`src/rtl/lights_pkg.sv`:
```
`default_nettype none
// ============================================================================
// Module      : lights_pkg
// Description : Light-head encodings and phase enumeration shared by the
//               intersection sequencer and its sub-blocks.
// Revision    : 1.0 - initial release
// ============================================================================
package lights_pkg;

    localparam logic [1:0] GREEN  = 2'b00;
    localparam logic [1:0] YELLOW = 2'b01;
    localparam logic [1:0] RED    = 2'b10;

    typedef enum logic [2:0] {
        MAIN_GREEN  = 3'd0,
        MAIN_YELLOW = 3'd1,
        ALLRED_A    = 3'd2,
        SIDE_GREEN  = 3'd3,
        SIDE_YELLOW = 3'd4,
        ALLRED_B    = 3'd5
    } state_t;

endpackage
`default_nettype wire

```
`src/rtl/phase_timer.sv`:
```
`default_nettype none
// ============================================================================
// Module      : phase_timer
// Description : Loadable down-counter that saturates at zero; expired is high
//               while the count is zero.
// Revision    : 1.0 - initial release
// ============================================================================
module phase_timer #(
    parameter int               CNT_W     = 4,
    parameter logic [CNT_W-1:0] RESET_VAL = '0
) (
    input  logic             clk,
    input  logic             reset,
    input  logic             load,
    input  logic [CNT_W-1:0] load_val,
    output logic             expired
);

    logic [CNT_W-1:0] r_count;

    always_ff @(posedge clk) begin
        if (reset) begin
            r_count <= RESET_VAL;
        end else if (load) begin
            r_count <= load_val;
        end else if (r_count != '0) begin
            r_count <= r_count - 1'b1;
        end
    end

    assign expired = (r_count == '0);

endmodule
`default_nettype wire

```
`src/rtl/intersection_ctrl.sv`:
```
`default_nettype none
// ============================================================================
// Module      : intersection_ctrl
// Description : Two-road intersection sequencer with all-red clearance and a
//               pedestrian walk request served during the side-road green.
// Revision    : 1.0 - initial release
// ============================================================================
module intersection_ctrl
    import lights_pkg::*;
#(
    parameter int T_GREEN_MAIN = 8,
    parameter int T_GREEN_SIDE = 6,
    parameter int T_YELLOW     = 3,
    parameter int T_ALLRED     = 2,
    parameter int CNT_W        = 4
) (
    input  logic       clk,
    input  logic       reset,
    input  logic       side_req,
    input  logic       ped_req,
    output logic [1:0] main_light,
    output logic [1:0] side_light,
    output logic       walk,
    output logic [2:0] phase
);

    localparam logic [CNT_W-1:0] c_ld_main_green = CNT_W'(T_GREEN_MAIN - 1);
    localparam logic [CNT_W-1:0] c_ld_side_green = CNT_W'(T_GREEN_SIDE - 1);
    localparam logic [CNT_W-1:0] c_ld_yellow     = CNT_W'(T_YELLOW - 1);
    localparam logic [CNT_W-1:0] c_ld_allred     = CNT_W'(T_ALLRED - 1);

    state_t           r_state;
    state_t           w_next;
    logic             w_expired;
    logic             w_load;
    logic [CNT_W-1:0] w_load_val;
    logic             w_serve;
    logic             r_ped_pending;
    logic             r_walk_phase;

    always_ff @(posedge clk) begin
        if (reset) begin
            r_state <= MAIN_GREEN;
        end else begin
            r_state <= w_next;
        end
    end

    always_comb begin
        w_next = r_state;
        case (r_state)
            MAIN_GREEN:  if (w_expired && (side_req || r_ped_pending)) w_next = MAIN_YELLOW;
            MAIN_YELLOW: if (w_expired) w_next = ALLRED_A;
            ALLRED_A:    if (w_expired) w_next = SIDE_GREEN;
            SIDE_GREEN:  if (w_expired) w_next = SIDE_YELLOW;
            SIDE_YELLOW: if (w_expired) w_next = ALLRED_B;
            ALLRED_B:    if (w_expired) w_next = MAIN_GREEN;
            default:     w_next = ALLRED_B;
        endcase
    end

    // The timer reloads with the duration of whichever state is being entered.
    always_comb begin
        w_load_val = c_ld_allred;
        case (w_next)
            MAIN_GREEN:  w_load_val = c_ld_main_green;
            MAIN_YELLOW: w_load_val = c_ld_yellow;
            SIDE_GREEN:  w_load_val = c_ld_side_green;
            SIDE_YELLOW: w_load_val = c_ld_yellow;
            default:     w_load_val = c_ld_allred;
        endcase
    end

    assign w_load = (w_next != r_state);

    phase_timer #(
        .CNT_W     (CNT_W),
        .RESET_VAL (c_ld_main_green)
    ) u_timer (
        .clk      (clk),
        .reset    (reset),
        .load     (w_load),
        .load_val (w_load_val),
        .expired  (w_expired)
    );

    assign w_serve = (r_state == ALLRED_A) && w_expired;

    // A request coinciding with the serve edge is honoured now, not deferred.
    always_ff @(posedge clk) begin
        if (reset) begin
            r_ped_pending <= 1'b0;
            r_walk_phase  <= 1'b0;
        end else if (w_serve) begin
            r_ped_pending <= 1'b0;
            r_walk_phase  <= r_ped_pending | ped_req;
        end else if (ped_req) begin
            r_ped_pending <= 1'b1;
        end
    end

    always_comb begin
        main_light = RED;
        side_light = RED;
        case (r_state)
            MAIN_GREEN:  main_light = GREEN;
            MAIN_YELLOW: main_light = YELLOW;
            SIDE_GREEN:  side_light = GREEN;
            SIDE_YELLOW: side_light = YELLOW;
            default: ;
        endcase
    end

    assign walk  = (r_state == SIDE_GREEN) && r_walk_phase;
    assign phase = r_state;

endmodule
`default_nettype wire

```
`config.mk`:
```
export PLATFORM = sky130hd
export DESIGN_NAME = intersection_ctrl
export DESIGN_NICKNAME = d
export VERILOG_FILES = /design/src/rtl/lights_pkg.sv /design/src/rtl/phase_timer.sv /design/src/rtl/intersection_ctrl.sv
export SDC_FILE = /design/constraint.sdc
export NUM_CORES = 1
export LEC_CHECK = 0
export ABC_AREA = 1
export ABC_CLOCK_PERIOD_IN_PS = 1500
export CORE_MARGIN = 1
export CORE_UTILIZATION = 40
export CTS_BUF_LIST = sky130_fd_sc_hd__clkbuf_4 sky130_fd_sc_hd__clkbuf_8
export CTS_CLUSTER_SIZE = 12
export DETAILED_ROUTE_END_ITERATION = 8
export HOLD_SLACK_MARGIN = 0.1
export PLACE_DENSITY = 0.75
export REMOVE_ABC_BUFFERS = 1
export SLEW_MARGIN = 20
export SYNTH_ARGS = -nofsm -noshare
export SYNTH_HDL_FRONTEND = slang
export SYNTH_HIERARCHICAL = 1
export SYNTH_SLANG_ARGS = --single-unit
```
`constraint.sdc`:
```
create_clock -name clk -period 1.5 [get_ports clk]
set_input_delay 0.15 -clock clk [delete_from_list [all_inputs] [get_ports clk]]
set_output_delay 0.15 -clock clk [all_outputs]
set_load 0.01 [all_outputs]
```
# ---- After elaboration in Yosys (flattened, before gate mapping)
# Cells that the tools add are included.
dict set report totals {
  regBits 9
  output_inout_bits 8
  in_bits 4
  wordCells 38
}
dict set report classes {
  mux 12
  addsub 1
  eq_ne 9
  bitwise 1
  n_reduce_logical 11
}
# operator n
set op_table {}
lappend op_table {{3-bit two-way mux} 6}
lappend op_table {{3-bit case mux with 6 select lines} 1}
lappend op_table {{3-bit by 2-bit equality test with 1-bit output (second input constant)} 3}
lappend op_table {{3-bit equality test (second input constant)} 3}
lappend op_table {{3-bit case mux with 3 select lines} 1}
lappend op_table {{4-bit two-way mux} 2}
lappend op_table {{2-bit case mux with 2 select lines} 2}
lappend op_table {{3-bit by 1-bit equality test with 1-bit output (second input constant)} 2}
lappend op_table {{3-bit zero test} 2}
lappend op_table {{4-bit zero test} 1}
lappend op_table {{4-bit nonzero test} 1}
lappend op_table {{2-bit OR reduction} 2}
lappend op_table {{4-bit by 1-bit subtractor with 4-bit output (second input constant)} 1}
lappend op_table {{1-bit logical AND} 3}
lappend op_table {{3-bit != test} 1}
lappend op_table {{2-bit nonzero test} 1}
lappend op_table {{1-bit logical OR} 1}
lappend op_table {{1-bit bitwise OR} 1}

# ---- Depth between registers and ports, before layout
# Gate-level depths: netlist of run 1.
dict set report logic_depth {
  word_depth 8
  ltp_mapped 15
  depth_no_buf 15
}

# ---- By module
# The synthesis of run 1 kept the hierarchy.
# module cells_per_inst n_inst area_each_um2
set modules_own_cells {}
lappend modules_own_cells {intersection_ctrl 60 1 334.1}
lappend modules_own_cells {phase_timer 39 1 247.7}

# ---- Least setup slack after synthesis of run 1
# No wires, ideal clock.
dict set report synth_path {
  path_kind {register -> register}
  start {register u_timer.r_count[0]}
  end {register u_timer.r_count[2]}
  setup_slack_ps -137
  required_time_ps 1387
  period_less_slack_ps 1637
  n_path_buf 0
  stages_incl_launch_ff 13
  t_arrival_ps 1524
  cell_sequence {dfxtp_1 > inv_1 > ha_1 > nand2_2 > nor2_4 > nand2_1 > nand2_1 > nand3_1 > nand3_1 > nand2_1 > or2_0 > nand3_1 > nand2_1}
}
dict set report synth_via {
  elab_chain_len 8
}
# element line_no
set synth_rtl {}
lappend synth_rtl {{from (decl)} phase_timer.sv:19} ;# logic [CNT_W-1:0] r_count;
lappend synth_rtl {{from (signal assigned)} phase_timer.sv:25} ;# r_count <= load_val;
lappend synth_rtl {{from (signal assigned)} phase_timer.sv:27} ;# r_count <= r_count - 1'b1;
lappend synth_rtl {{4-bit zero test *} phase_timer.sv:31} ;# assign expired = (r_count == '0);
lappend synth_rtl {{named net w_expired} intersection_ctrl.sv:34} ;# logic w_expired;
lappend synth_rtl {{1-bit logical AND} intersection_ctrl.sv:52} ;# MAIN_GREEN: if (w_expired && (side_req || r_ped_pending)) w_next = MAIN_YELLOW;
lappend synth_rtl {{3-bit two-way mux} intersection_ctrl.sv:52}
lappend synth_rtl {{3-bit case mux with 6 select lines *} intersection_ctrl.sv:51} ;# case (r_state)
lappend synth_rtl {{3-bit equality test or 3-bit by 1-bit equality test with 1-bit output (tied branches)} intersection_ctrl.sv:65} ;# case (w_next)
lappend synth_rtl {{2-bit OR reduction (no line)} -}
lappend synth_rtl {{3-bit case mux with 3 select lines *} intersection_ctrl.sv:65}
lappend synth_rtl {{named net w_load_val[2]} intersection_ctrl.sv:36} ;# logic [CNT_W-1:0] w_load_val;
lappend synth_rtl {{4-bit two-way mux *} phase_timer.sv:24} ;# end else if (load) begin
# The timed path passes the listed nets; every way through them passes the cells marked *. The select of a mux whose other input is x is not followed.
# A chain may end at the register's enable or synchronous reset.

# ---- Worst setup path after layout of run 1
dict set report layout_path {
  start {register u_timer.r_count[1]}
  end {register u_timer.r_count[1]}
}
# The elaborated chain is that of the path after synthesis.

==> reports/results.ini, run 1 <==
[run_status]
outcome=finished, violations left
violations=negative setup slack

[die]
pin_count=12
num_rows=13
die_x_um=40.14
die_area_um2=1611
die_h_um=40.14
start_util=0.4362
placeableCoreArea_um2=1334

[timing]
postLayoutSetupSlackWorst_ns=-0.2033
drv_slew=0
fin_crit_ns=1.703
max_freq_mhz=587.1
hold_violations=0
fin_worst_skew_ns=0.003133
period_share=1.136
rsz0062_at_grt=yes
setup_viol=5

[critical_path]
path_cells=inv_2, ha_4, nand2_4, nor2_4, nand3_1, nand2_2, buf_4, nand3_2, nand2_1, inv_1, nand2_1, o21ai_0, nand2_1, nand3_1
cp_max_fo=6
path_class=reg -> reg
critPathMaxStageDelay_ns=0.32
end_kind=flop
path_buf_inv=3
critPathArrivalTime_ns=1.86
start_kind=flop
cp_slowest_cell=dfxtp_2
cp_common_cell=nand2_1
crit_family=simple AND/OR/NAND/NOR gates
required_ns=1.65

[yosys]
synth_simple_gate_area_share=0.5032
muxShareOfSynthArea=0
netlist_instances=99
synth-compound-area-share=0.04301
yosysWarningCount=6
synth-xor-area-share=0
synth_seq_cells=9
synth_fa_ha_area_frac=0.02151
ys_seq_area_frac=0.3097
ys_types=17
synth_top_family_by_area=simple AND/OR/NAND/NOR gates
syn_area_per_cell_um2=5.877
synth_area_um2=581.8

[placed_design]
dp_slack_ns=-0.2238
dp_hpwl_mm=1.023
place.gp.congestion=0.7684
io_buffers=11
placed_area_um2=815.8

[cts]
cts_hold_buf=0
cts_buffers=3
clk-insertion-delay-late_ns=0.26
cts_tree=yes
clk_pin_slew_ns=0.06
clock_path_buffers=2
cts_sinks=9
root_buffer=clkbuf_4
htreeDepth=1

[drt]
route.detailed.drc=0
first_pass_iters=4
drt-vias-per-instance=4.929
drtAntennaViolNets=0
route.vias.total=759
wire_per_inst_um=11.03
first_iter_violations=33
routed_wl_mm=1.699

[grt]
grt_pass1_vias=631
gr-total-overflow=0
grt_max_degree=8
grt_pass1_wl_mm=2.601
grt_antenna_before_repair=0
grtUsageTotal=0.2474

[power_and_ir_drop]
seqPwrFrac=0.440
power.internal_w=0.0004318
peakVddDrop_mv=0.4491
p_sw_frac=0.2535
power.switching_w=0.0001466
comb_power_share=0.198
power_frac_clock=0.362
power_leakage_nw=0.5411
cellPowerDensity_nw_per_um2=582.3
p_total_w=0.0005785

[final_layout]
drive_gt1_frac=0.3741
fillers=103
multi_input_area_um2=381.6
nNetsFinal=145
areaGrowthSynthToFinish_pct=70.75
fin_util=0.7448
regArea_um2=190.2
design_area_um2=993.5
layout_common_cells=buf_4, nand2_1, nor2_1, nand3_1, inv_1
final_common_cell=buf_4
antennaDiodeCount=0

[worst_hold_path]
hold_path.class=reg -> reg

[flow_run]
maxCapViolations=0

==> per-stage QoR <==
| stage | hold slack, ns | TNS (ns) | cells |
|---|---|---|---|
| floorplan | 0.2224 | -0.5377 | 99 |
| global placement | 0.4703 | -0.6275 | 139 |
| detailed placement | 0.4952 | -0.8334 | 139 |
| CTS | 0.5094 | -0.5251 | 154 |
| global route | 0.5361 | -1.418 | 154 |
| finish | 0.5052 | -0.7986 | 154 |
==> final timing paths <==
path / start / endpoint / slack [ns] / cells after the start
setup / recovery: u_timer/r_count[1] / u_timer/r_count[1] / -0.20 / 14
hold / removal: r_walk_phase / r_walk_phase / 0.51 / 2
setup reg to reg: u_timer/r_count[1] / u_timer/r_count[1] / -0.20 / 14
hold reg to reg: r_walk_phase / r_walk_phase / 0.51 / 2
==> registers in the layout (all words and copies together), names as in the netlist <==
name             cells
u_timer/r_count      4
phase                3
r_ped_pending        1
r_walk_phase         1
==> repair_timing <==
item,in CTS,in global routing
endpoints found under the setup margin,11,8
setup buffers,11,1
resized for setup,25,3
gates cloned,0,0
pin swaps,9,3
endpoints found under the hold margin,0,0
==> layer usage <==
metal	share of wire	vias to the layer above	track usage
met5	0	-	0
met4	0.022	0	0.1552
met3	0.058	5	0.03333
met2	0.45	31	0.3750
met1	0.47	335	0.3256
li1	-	388	-
==> cell usage after synthesis <==
cell type / instances / area (um^2)
inv_1: 14 / 52.55
nor3_1: 1 / 5.000
inv_2: 3 / 11.26
a21oi_1: 3 / 15.01
nand2_2: 3 / 18.77
dfxtp_1: 9 / 180.2
o21ai_0: 2 / 10.01
nor2_1: 17 / 63.81
nor2_4: 1 / 11.26
nand3_1: 15 / 75.07
conb_1: 1 / 3.750
nor2_2: 2 / 12.51
nand2_1: 24 / 90.09
ha_1: 1 / 12.51
clkinv_1: 1 / 3.750
or2_0: 1 / 6.260
nand3_2: 1 / 10.01
==> cell families (layout without fill, tap and decap cells) <==
family / Yosys count / count (layout)
adders and majority gates: 1 / 1
DFF: 9 / 9
and+or+nand+nor: 65 / 65
buffers and inverters: 18 / 58
other: 1 / 1
AOI/OAI and AO/OA: 5 / 5
==> worst reg2reg max path: stages (launching register included) <==
cell	delay [ns]
dfxtp_2	0.32
inv_2	0.07
ha_4	0.14
nand2_4	0.05
nor2_4	0.17
nand3_1	0.17
nand2_2	0.10
buf_4	0.11
nand3_2	0.09
nand2_1	0.07
inv_1	0.04
nand2_1	0.04
o21ai_0	0.09
nand2_1	0.08
nand3_1	0.06
==> layout make-up <==
class / count / share of cell area
Timing Repair Buffer: 36 / 0.3048
Inverter: 18 / 0.07053
Clock buffer: 4 / 0.03023
Multi-Input combinational cell: 72 / 0.3841
Tap cell: 15 / 0.01889
Sequential cell: 9 / 0.1914
==> power groups by stage <==
stage,Combinational [W],Clock [W],Sequential [W]
finish,0.000114,0.000209,0.000255
global route,0.000123,0.000220,0.000256
CTS,0.000105,0.000214,0.000255
detailed placement,0.0000762,0,0.000261
global placement,0.0000746,0,0.000261
floorplan,0.0000383,0,0.000261
(Power assumes the default switching activity.)
==> run 2, diff against run 1 <==
- ABC_AREA: 1 -> unset
- HOLD_SLACK_MARGIN: 0.1 -> 0.08
==> reports/results.ini, run 2 <==
[run_status]
outcome=finished, violations left
violations=negative setup slack

[drt]
drt-vias-per-instance=5.558  ; +13%
routed_wl_mm=1.831  ; +7.8%
route.detailed.drc=0  ; unchanged
wire_per_inst_um=15.26  ; +38%
drtAntennaViolNets=0  ; unchanged
first_iter_violations=10  ; -70%
first_pass_iters=4  ; unchanged
route.vias.total=667  ; -12%

[final_layout]
layout_common_cells=buf_4, dlygate4sd2_1, buf_6, a21oi_1, dfxtp_2
areaGrowthSynthToFinish_pct=59.76
design_area_um2=993.5  ; unchanged
final_common_cell=buf_4
fillers=108  ; +4.9%
drive_gt1_frac=0.5048  ; +0.1307
top_register=u_timer/r_count
antennaDiodeCount=0  ; unchanged
nNetsFinal=111  ; -23%
largest_register_ffs=4  ; unchanged

[timing]
period_share=1.036  ; -0.09912
hold_violations=0  ; unchanged
fin_crit_ns=1.555  ; -0.1487 ns
whs_ns=0.5714  ; +0.06626 ns
setup_viol=6  ; +1
drv_slew=0  ; unchanged
rsz0062_at_grt=yes
postLayoutSetupSlackWorst_ns=-0.05462  ; +0.1487 ns
fin_worst_skew_ns=0.004554  ; +0.001421 ns
max_freq_mhz=643.2  ; +9.6%

[yosys]
synth_edf_count=0  ; unchanged
yosysWarningCount=6  ; unchanged
ys_seq_area_frac=0.2897  ; -0.01994
async_flop_share=0  ; unchanged
synth.largest_area_cell=dfxtp_1
synth_commonest_cells=dfxtp_1, a21oi_1, nor2b_1, nor3_1
syn_area_per_cell_um2=8.403  ; +43%
netlist_instances=74  ; -25%
yosys-top-cells-area=dfxtp_1, a21oi_1, nor2b_1
yosys.area.top_type_share=0.2897  ; -0.01994
post-synth-top-count-cell=dfxtp_1
ys_types=34  ; +17
yosys_most_used_dff=dfxtp_1
synth_area_um2=621.8  ; +6.9%
synth_seq_cells=9  ; unchanged

[critical_path]
path_class=reg -> reg
required_ns=1.69  ; +0.04 ns
critPathMaxStageDelay_ns=0.32  ; about the same
cp_slowest_cell=dfxtp_2
cp_max_fo=4  ; -2
start_kind=flop
path_cells=inv_2, ha_4, nor3b_4, buf_6, nor2b_2, a211o_1, a21oi_2, a21oi_2, o21ai_1
cp_common_cell=a21oi_2
r2r_cells=9  ; -5
critPathArrivalTime_ns=1.75  ; -0.11 ns
end_kind=flop

[grt]
grt_pass1_wl_mm=3.015  ; +16%
grt_antenna_before_repair=0  ; unchanged
grtUsageTotal=0.2237  ; -0.02369
gr-total-overflow=0  ; unchanged
grt_max_degree=12  ; +4
grt_pass1_vias=675  ; +7.0%

[die]
pin_count=12  ; unchanged
die_h_um=41.43  ; +3.2%
placeableCoreArea_um2=1366  ; +2.4%
num_rows=13  ; unchanged
die_x_um=41.43  ; +3.2%
die_area_um2=1716  ; +6.5%
start_util=0.4551  ; +0.01892

[placed_design]
place.gp.congestion=0.7247  ; -5.7%
dp_hpwl_mm=1.147  ; +12%
placed_area_um2=834.6  ; +2.3%
io_buffers=11  ; unchanged

[cts]
cts_sinks=9  ; unchanged
clk-insertion-delay-late_ns=0.26  ; about the same
cts_buffers=3  ; unchanged
cts_tree=yes
cts_hold_buf=0  ; unchanged
clk_pin_slew_ns=0.06  ; about the same
root_buffer=clkbuf_4
clock_path_buffers=2  ; unchanged
htreeDepth=1  ; unchanged

[worst_hold_path]
whs_path_depth=3  ; +1
hold_path.class=in -> reg

[power_and_ir_drop]
peakVddDrop_mv=0.5021  ; +12%
power_leakage_nw=0.4697  ; -13%
cellPowerDensity_nw_per_um2=563.7  ; -3.2%

[flow_run]
maxCapViolations=0  ; unchanged

[run 2: cell count changes in the layout (fill, tap and decap cells not counted), moves of 4 or more]
cell / before / now
a21oi_2: 0 / 4
buf_4: 22 / 14
buf_6: 3 / 7
inv_1: 12 / 0
nand2_1: 20 / 2
nand2_2: 5 / 0
nand3_1: 13 / 2
nor2_1: 17 / 2
nor2b_1: 0 / 4
[run 2: layer usage]
layer / track usage / vias up / routed length, um
li1: - / 319 / -
met1: 0.2804 / 331 / 827
met2: 0.3813 / 15 / 956
met3: 0.01304 / 2 / 37
met4: 0.1161 / 0 / 10
met5: 0 / - / 0
[run 2: critical path: cells and delay by family (launching register included)]
kind            cells  cell delay (ns)
simple gates        2             0.29
fa+ha+maj           1             0.13
buf+inv             2             0.22
flops               1             0.32
compound gates      4             0.53
[run 2: cell type report]
type	instances	area, um^2	area share
multi-input cells	58	465.4	0.4685
repair buffers	32	285.3	0.2872
flip-flops and latches	9	186.4	0.1877
clock buffers	4	30.03	0.03023
well taps	15	18.77	0.01889
inverters	2	7.507	0.007557
[run 2: logic make-up (layout without fill, tap and decap cells)]
family,after synthesis,in the layout,synth area share
adders and majority gates,2,2,0.03621
AOI/OAI and AO/OA,19,19,0.1831
and+or+nand+nor,31,31,0.3280
buffers and inverters,7,38,0.08250
xor gates and xnor gates,4,4,0.05635
other,1,1,0.006030
DFF,9,9,0.2897
muxes,1,1,0.01811
[run 2: repair_timing]
| item | in CTS | in global routing |
|---|---|---|
| setup endpoints to repair | 13 | 9 |
| gates resized for setup | 34 | 6 |
| setup buffers | 2 | 2 |
| pin swaps | 11 | 9 |
[run 2: power breakdown]
group | switching (W) | leakage [nW] | internal [W]
Combinational | 0.0000399 | 0.377 | 0.0000542
Sequential | 0.00000880 | 0.0747 | 0.000251
Clock | 0.0000856 | 0.0184 | 0.000121
Total | 0.000134 | 0.470 | 0.000426
[run 2: path summary, 6_finish.rpt]
| path | from | endpoint | slack, ns |
|---|---|---|---|
| max | u_timer/r_count[0] | u_timer/r_count[0] | -0.05 |
| min | ped_req | r_ped_pending | 0.57 |
| min reg2reg | r_walk_phase | r_walk_phase | 0.58 |
| max reg2reg | u_timer/r_count[0] | u_timer/r_count[0] | -0.05 |
[run 2: per-stage QoR]
stage | setup WS (ns) | power (W) | setup TNS, ns | util | std cells
2_1_floorplan | -0.1684 | 0.0002984 | -0.4426 | - | 69
3_3_place_gp | -0.1517 | 0.0003267 | -0.5068 | 0.6108 | 112
3_5_place_dp | -0.1907 | 0.0003301 | -0.7074 | 0.6108 | 112
4_1_cts | -0.04231 | 0.0005545 | -0.06058 | 0.6987 | 118
5_1_grt | -0.1380 | 0.0005902 | -0.8441 | 0.7271 | 120
6_report | -0.05462 | 0.0005600 | -0.2215 | 0.7271 | 120
==> variant 1: new RTL, config.mk and constraints of run 2 <==
`CNT_W` is set to 4 in 2 places; all go to 5.
--- a/src/rtl/phase_timer.sv
+++ b/src/rtl/phase_timer.sv
@@ -6,7 +6,7 @@
 // Revision    : 1.0 - initial release
 // ============================================================================
 module phase_timer #(
-    parameter int               CNT_W     = 4,
+    parameter int               CNT_W     = 5,
     parameter logic [CNT_W-1:0] RESET_VAL = '0
 ) (
     input  logic             clk,
--- a/src/rtl/intersection_ctrl.sv
+++ b/src/rtl/intersection_ctrl.sv
@@ -12,7 +12,7 @@
     parameter int T_GREEN_SIDE = 6,
     parameter int T_YELLOW     = 3,
     parameter int T_ALLRED     = 2,
-    parameter int CNT_W        = 4
+    parameter int CNT_W        = 5
 ) (
     input  logic       clk,
     input  logic       reset,
Behaviour: no difference found for any inputs over 10 cycles, from zero or initial values and one cycle with reset high; that may be too few to reach the edited logic, so the function may still have changed.
==> variant 1 against run 2 <==
  * The run still ends with setup timing left
  * Utilization rose by 0.11 points
  * Synthesized area rose by 6.6%
  * Worst setup slack got worse by 0.25 ns
  * Clock skew rose by 0.0052 ns
  * Sequential cell count rose by 1
  * Combinational power rose by 24%
  * Total power rose by 17%
  * Clock power rose by 22%
  * Sequential share of layout area fell by 0.16 points
  * Wire length rose by 25%
  * Count of clock-buffer cells in the layout did not move
  * Final area rose by 12%
  * Critical path type unchanged
  * Largest power group unchanged
==> variant 1: results (changes against run 2) <==
status: "complete, but fails checks"  # unchanged
violations: "setup timing"  # unchanged
setup_violations: 9  # was 6
synth_area_leaders: "dfxtp_1 (30%), a21oi_1 (7.5%), xnor2_1 (5.3%)"  # was dfxtp_1 (29%), a21oi_1 (6.4%), nor2b_1 (6.0%)
fillCellCount: 105  # was 108
dp.cells: 122  # was 112
dpl_worst_slack_ns: -0.300  # was -0.191 ns
num-nonclk-inverters: 3  # was 2
grt_max_degree: 11  # was 12
vdd_drop_max_mv: 0.500  # was 0.502 mV
p_leak_nw: 0.480  # was 0.470 nW
final-nonclk-buf-share_pct: 30.0  # was 28.7%
yosys.area_share.adder_pct: 3.40  # was 3.62%
cp_max_fo: 7  # was 4
met1_length_um: 942  # was 827 um
synth_cells: 79  # was 74
place.gp.congestion: 0.877  # was 0.725
ys_seq_area_share_pct: 30.2  # was 29.0%
use_met3_pct: 5.53  # was 1.30%
clk_share_pct: 3.27  # was 3.02%
path_clk_slew_ns: 0.08  # was 0.06 ns
p_per_area_nw_per_um2: 591  # was 564 nW/um^2
tns_ns: -1.45  # was -0.221 ns
dr_wl_met3_um: 207  # was 37 um
switching_power_uw: 166  # was 134 uW
synthTopCellsByCount: "a21oi_1 (10), dfxtp_1 (10)"  # was dfxtp_1 (9), a21oi_1 (8), nor2b_1 (6), nor3_1 (5)
multiInputGateArea_um2: 503  # was 465 um^2
regArea_um2: 206  # was 186 um^2
grt_pass1_wl_um: 3210  # was 3020 um
dp_hpwl_um: 1220  # was 1150 um
synth_compound_area_share_pct: 20.6  # was 18.3%
drive_gt1_share_pct: 53.8  # was 50.5%
setup_ws_ns: -0.306  # was -0.0546 ns
multi_input_cells: 61  # was 58
synth_cell_types: 36  # was 34
largest_register_ffs: 5  # was 4
met2_usage_pct: 35.5  # was 38.1%
use_met1_pct: 32.8  # was 28.0%
variant 1: cell types whose count changed in the layout (fill, tap and decap cells not counted), sizes merged, moves of 2 or more:
| cell | before | now |
|---|---|---|
| clkdlybuf4s50 | 4 | 6 |
| nor2b | 6 | 4 |
| dlygate4sd2 | 7 | 5 |
| a21oi | 9 | 11 |
| buf | 21 | 28 |
variant 1: worst paths after layout:
check,from,end,slack [ns]
hold reg to reg,r_walk_phase,r_walk_phase,0.56
setup / recovery,u_timer/r_count[0],r_walk_phase,-0.31
setup reg to reg,u_timer/r_count[0],r_walk_phase,-0.31
hold / removal,ped_req,r_ped_pending,0.54
variant 1: worst max-delay path, delay by kind of cell, from the launching register on:
family	cells	cell delay, ns
compound gates	1	0.26
fa+ha+maj	1	0.15
buf+inv	3	0.38
flops	1	0.33
simple gates	3	0.56
variant 1: what timing repair did:
item	4_1_cts	5_1_grt
cloned	0	0
endpoints found under the setup margin	14	13
gates resized for setup	28	13
pin swaps	13	4
setup buffers	7	1
==> variant 2: new RTL, settings of run 2 <==
Made on the original files. Reset style: asynchronous (`reset`), changed in 3 clocked blocks.
--- a/src/rtl/phase_timer.sv
+++ b/src/rtl/phase_timer.sv
@@ -18,7 +18,7 @@
 
     logic [CNT_W-1:0] r_count;
 
-    always_ff @(posedge clk) begin
+    always_ff @(posedge clk or posedge reset) begin
         if (reset) begin
             r_count <= RESET_VAL;
         end else if (load) begin
--- a/src/rtl/intersection_ctrl.sv
+++ b/src/rtl/intersection_ctrl.sv
@@ -38,7 +38,7 @@
     logic             r_ped_pending;
     logic             r_walk_phase;
 
-    always_ff @(posedge clk) begin
+    always_ff @(posedge clk or posedge reset) begin
         if (reset) begin
             r_state <= MAIN_GREEN;
         end else begin
@@ -87,7 +87,7 @@
     assign w_serve = (r_state == ALLRED_A) && w_expired;
 
     // A request coinciding with the serve edge is honoured now, not deferred.
-    always_ff @(posedge clk) begin
+    always_ff @(posedge clk or posedge reset) begin
         if (reset) begin
             r_ped_pending <= 1'b0;
             r_walk_phase  <= 1'b0;
Behaviour: differs if reset is asserted again (counterexample within 10 cycles, from zero or initial values and one cycle with reset high); with reset held inactive, the same outputs for 10 cycles.
==> variant 2 against run 2 <==
  * The flow still finishes with violations (setup timing)
  * Worst setup slack worse by 0.18 ns
  * Hold slack got worse by 0.46 ns
  * Sequential cell count unchanged
  * Utilization is 2.0 points lower
  * Synthesized cell count shrank 2.7%
  * Final area increased by 7.2%
  * Synthesized area is 3.4% higher
  * Wire length up 0.60%
Power is left out: it rests on default switching activity, and per cell area and clock period it moved more than threefold.
==> variant 2: results (changes against run 2) <==
wl_per_cell_um: 14.7  # was 15.3 um
synthTopCellsByCount: "dfrtp_1 (6), nand2_1 (6), nor2b_1 (6), o21ai_0 (6), a21oi_1 (5)"  # was dfxtp_1 (9), a21oi_1 (8), nor2b_1 (6), nor3_1 (5)
use_met1_pct: 30.0  # was 28.0%
violations: "setup timing"  # unchanged
synth_cell_types: 31  # was 34
vias: 663  # was 667
cp_data_arrival_time_ns: 1.92  # was 1.75 ns
status: "complete, but fails checks"  # unchanged
first_iter_violations: 13  # was 10
grt_pass1_wl_um: 2980  # was 3020 um
setup_ws_ns: -0.231  # was -0.0546 ns
stdcell_count: 125  # was 120
multi_input_area_share_pct: 41.8  # was 46.9%
clk_share_pct: 2.82  # was 3.02%
multi_input_cells: 53  # was 58
crit_slowest_cell: "dfstp_2"  # was dfxtp_2
dpl_cell_area_um2: 867  # was 835 um^2
num_rows: 14  # was 13
setup_violations: 8  # was 6
fillCellCount: 105  # was 108
syn_area_per_cell_um2: 8.93  # was 8.40 um^2
async_flop_share_pct: 100  # was 0%
crit_path_max_incr_delay_ns: 0.38  # was 0.32 ns
use_met3_pct: 4.74  # was 1.30%
dp_hpwl_um: 1010  # was 1150 um
dp.cells: 111  # was 112
drive_gt1_share_pct: 56.9  # was 50.5%
grt_max_degree: 10  # was 12
num-nonclk-inverters: 4  # was 2
cp_max_fo: 5  # was 4
seq-cell-share_pct: 21.7  # was 18.8%
[variant 2: cell types whose count changed in the layout (fill, tap and decap cells not counted), sizes merged, moves of 2 or more]
cell | run 2 | this run
dfxtp | 9 | 0
buf | 21 | 28
dfrtp | 0 | 6
a21oi | 9 | 5
dlygate4sd2 | 7 | 3
dfstp | 0 | 3
nand2 | 3 | 6
nor3 | 5 | 2
and2b | 2 | 0
clkbuf | 4 | 6
dlymetal6s2s | 0 | 2
inv | 2 | 4
mux2 | 1 | 3
o21ai | 4 | 6
[variant 2: timing repair]
action                                  in CTS  in global routing
buffers inserted                             7                  3
pin swaps                                    5                  8
endpoints found under the setup margin      16                 15
gates resized for setup                     32                 14
[variant 2: cell families (layout without fill, tap and decap cells)]
| logic type | Yosys count | after routing | synth area share, % |
|---|---|---|---|
| and+or+nand+nor | 28 | 28 | 26.8 |
| AOI/OAI and AO/OA | 15 | 15 | 13.8 |
| buffers and inverters | 10 | 47 | 8.75 |
| DFF | 9 | 9 | 35.6 |
| muxes | 4 | 4 | 6.81 |
| xor gates and xnor gates | 3 | 3 | 4.09 |
| adders and majority gates | 2 | 2 | 3.50 |
| other | 1 | 1 | 0.583 |
[variant 2: path summary, 6_finish.rpt]
check / from / endpoint / slack [ns] / cells past startpoint
max reg2reg: u_timer/r_count[1] / u_timer/r_count[0] / -0.23 / 9
min in group clk: ped_req / r_ped_pending / 0.51 / 3
max: u_timer/r_count[1] / u_timer/r_count[0] / -0.23 / 9
max in group asynchronous: reset / u_timer/r_count[0] / 1.16 / 2
min: reset / u_timer/r_count[3] / 0.11 / 2
min reg2reg: r_ped_pending / r_ped_pending / 0.56 / 2
[variant 2: routing by layer]
metal,wire [um],vias to the layer above
li1,-,317
met1,864,329
met2,906,13
met3,47,4
met4,23,0
met5,0,-
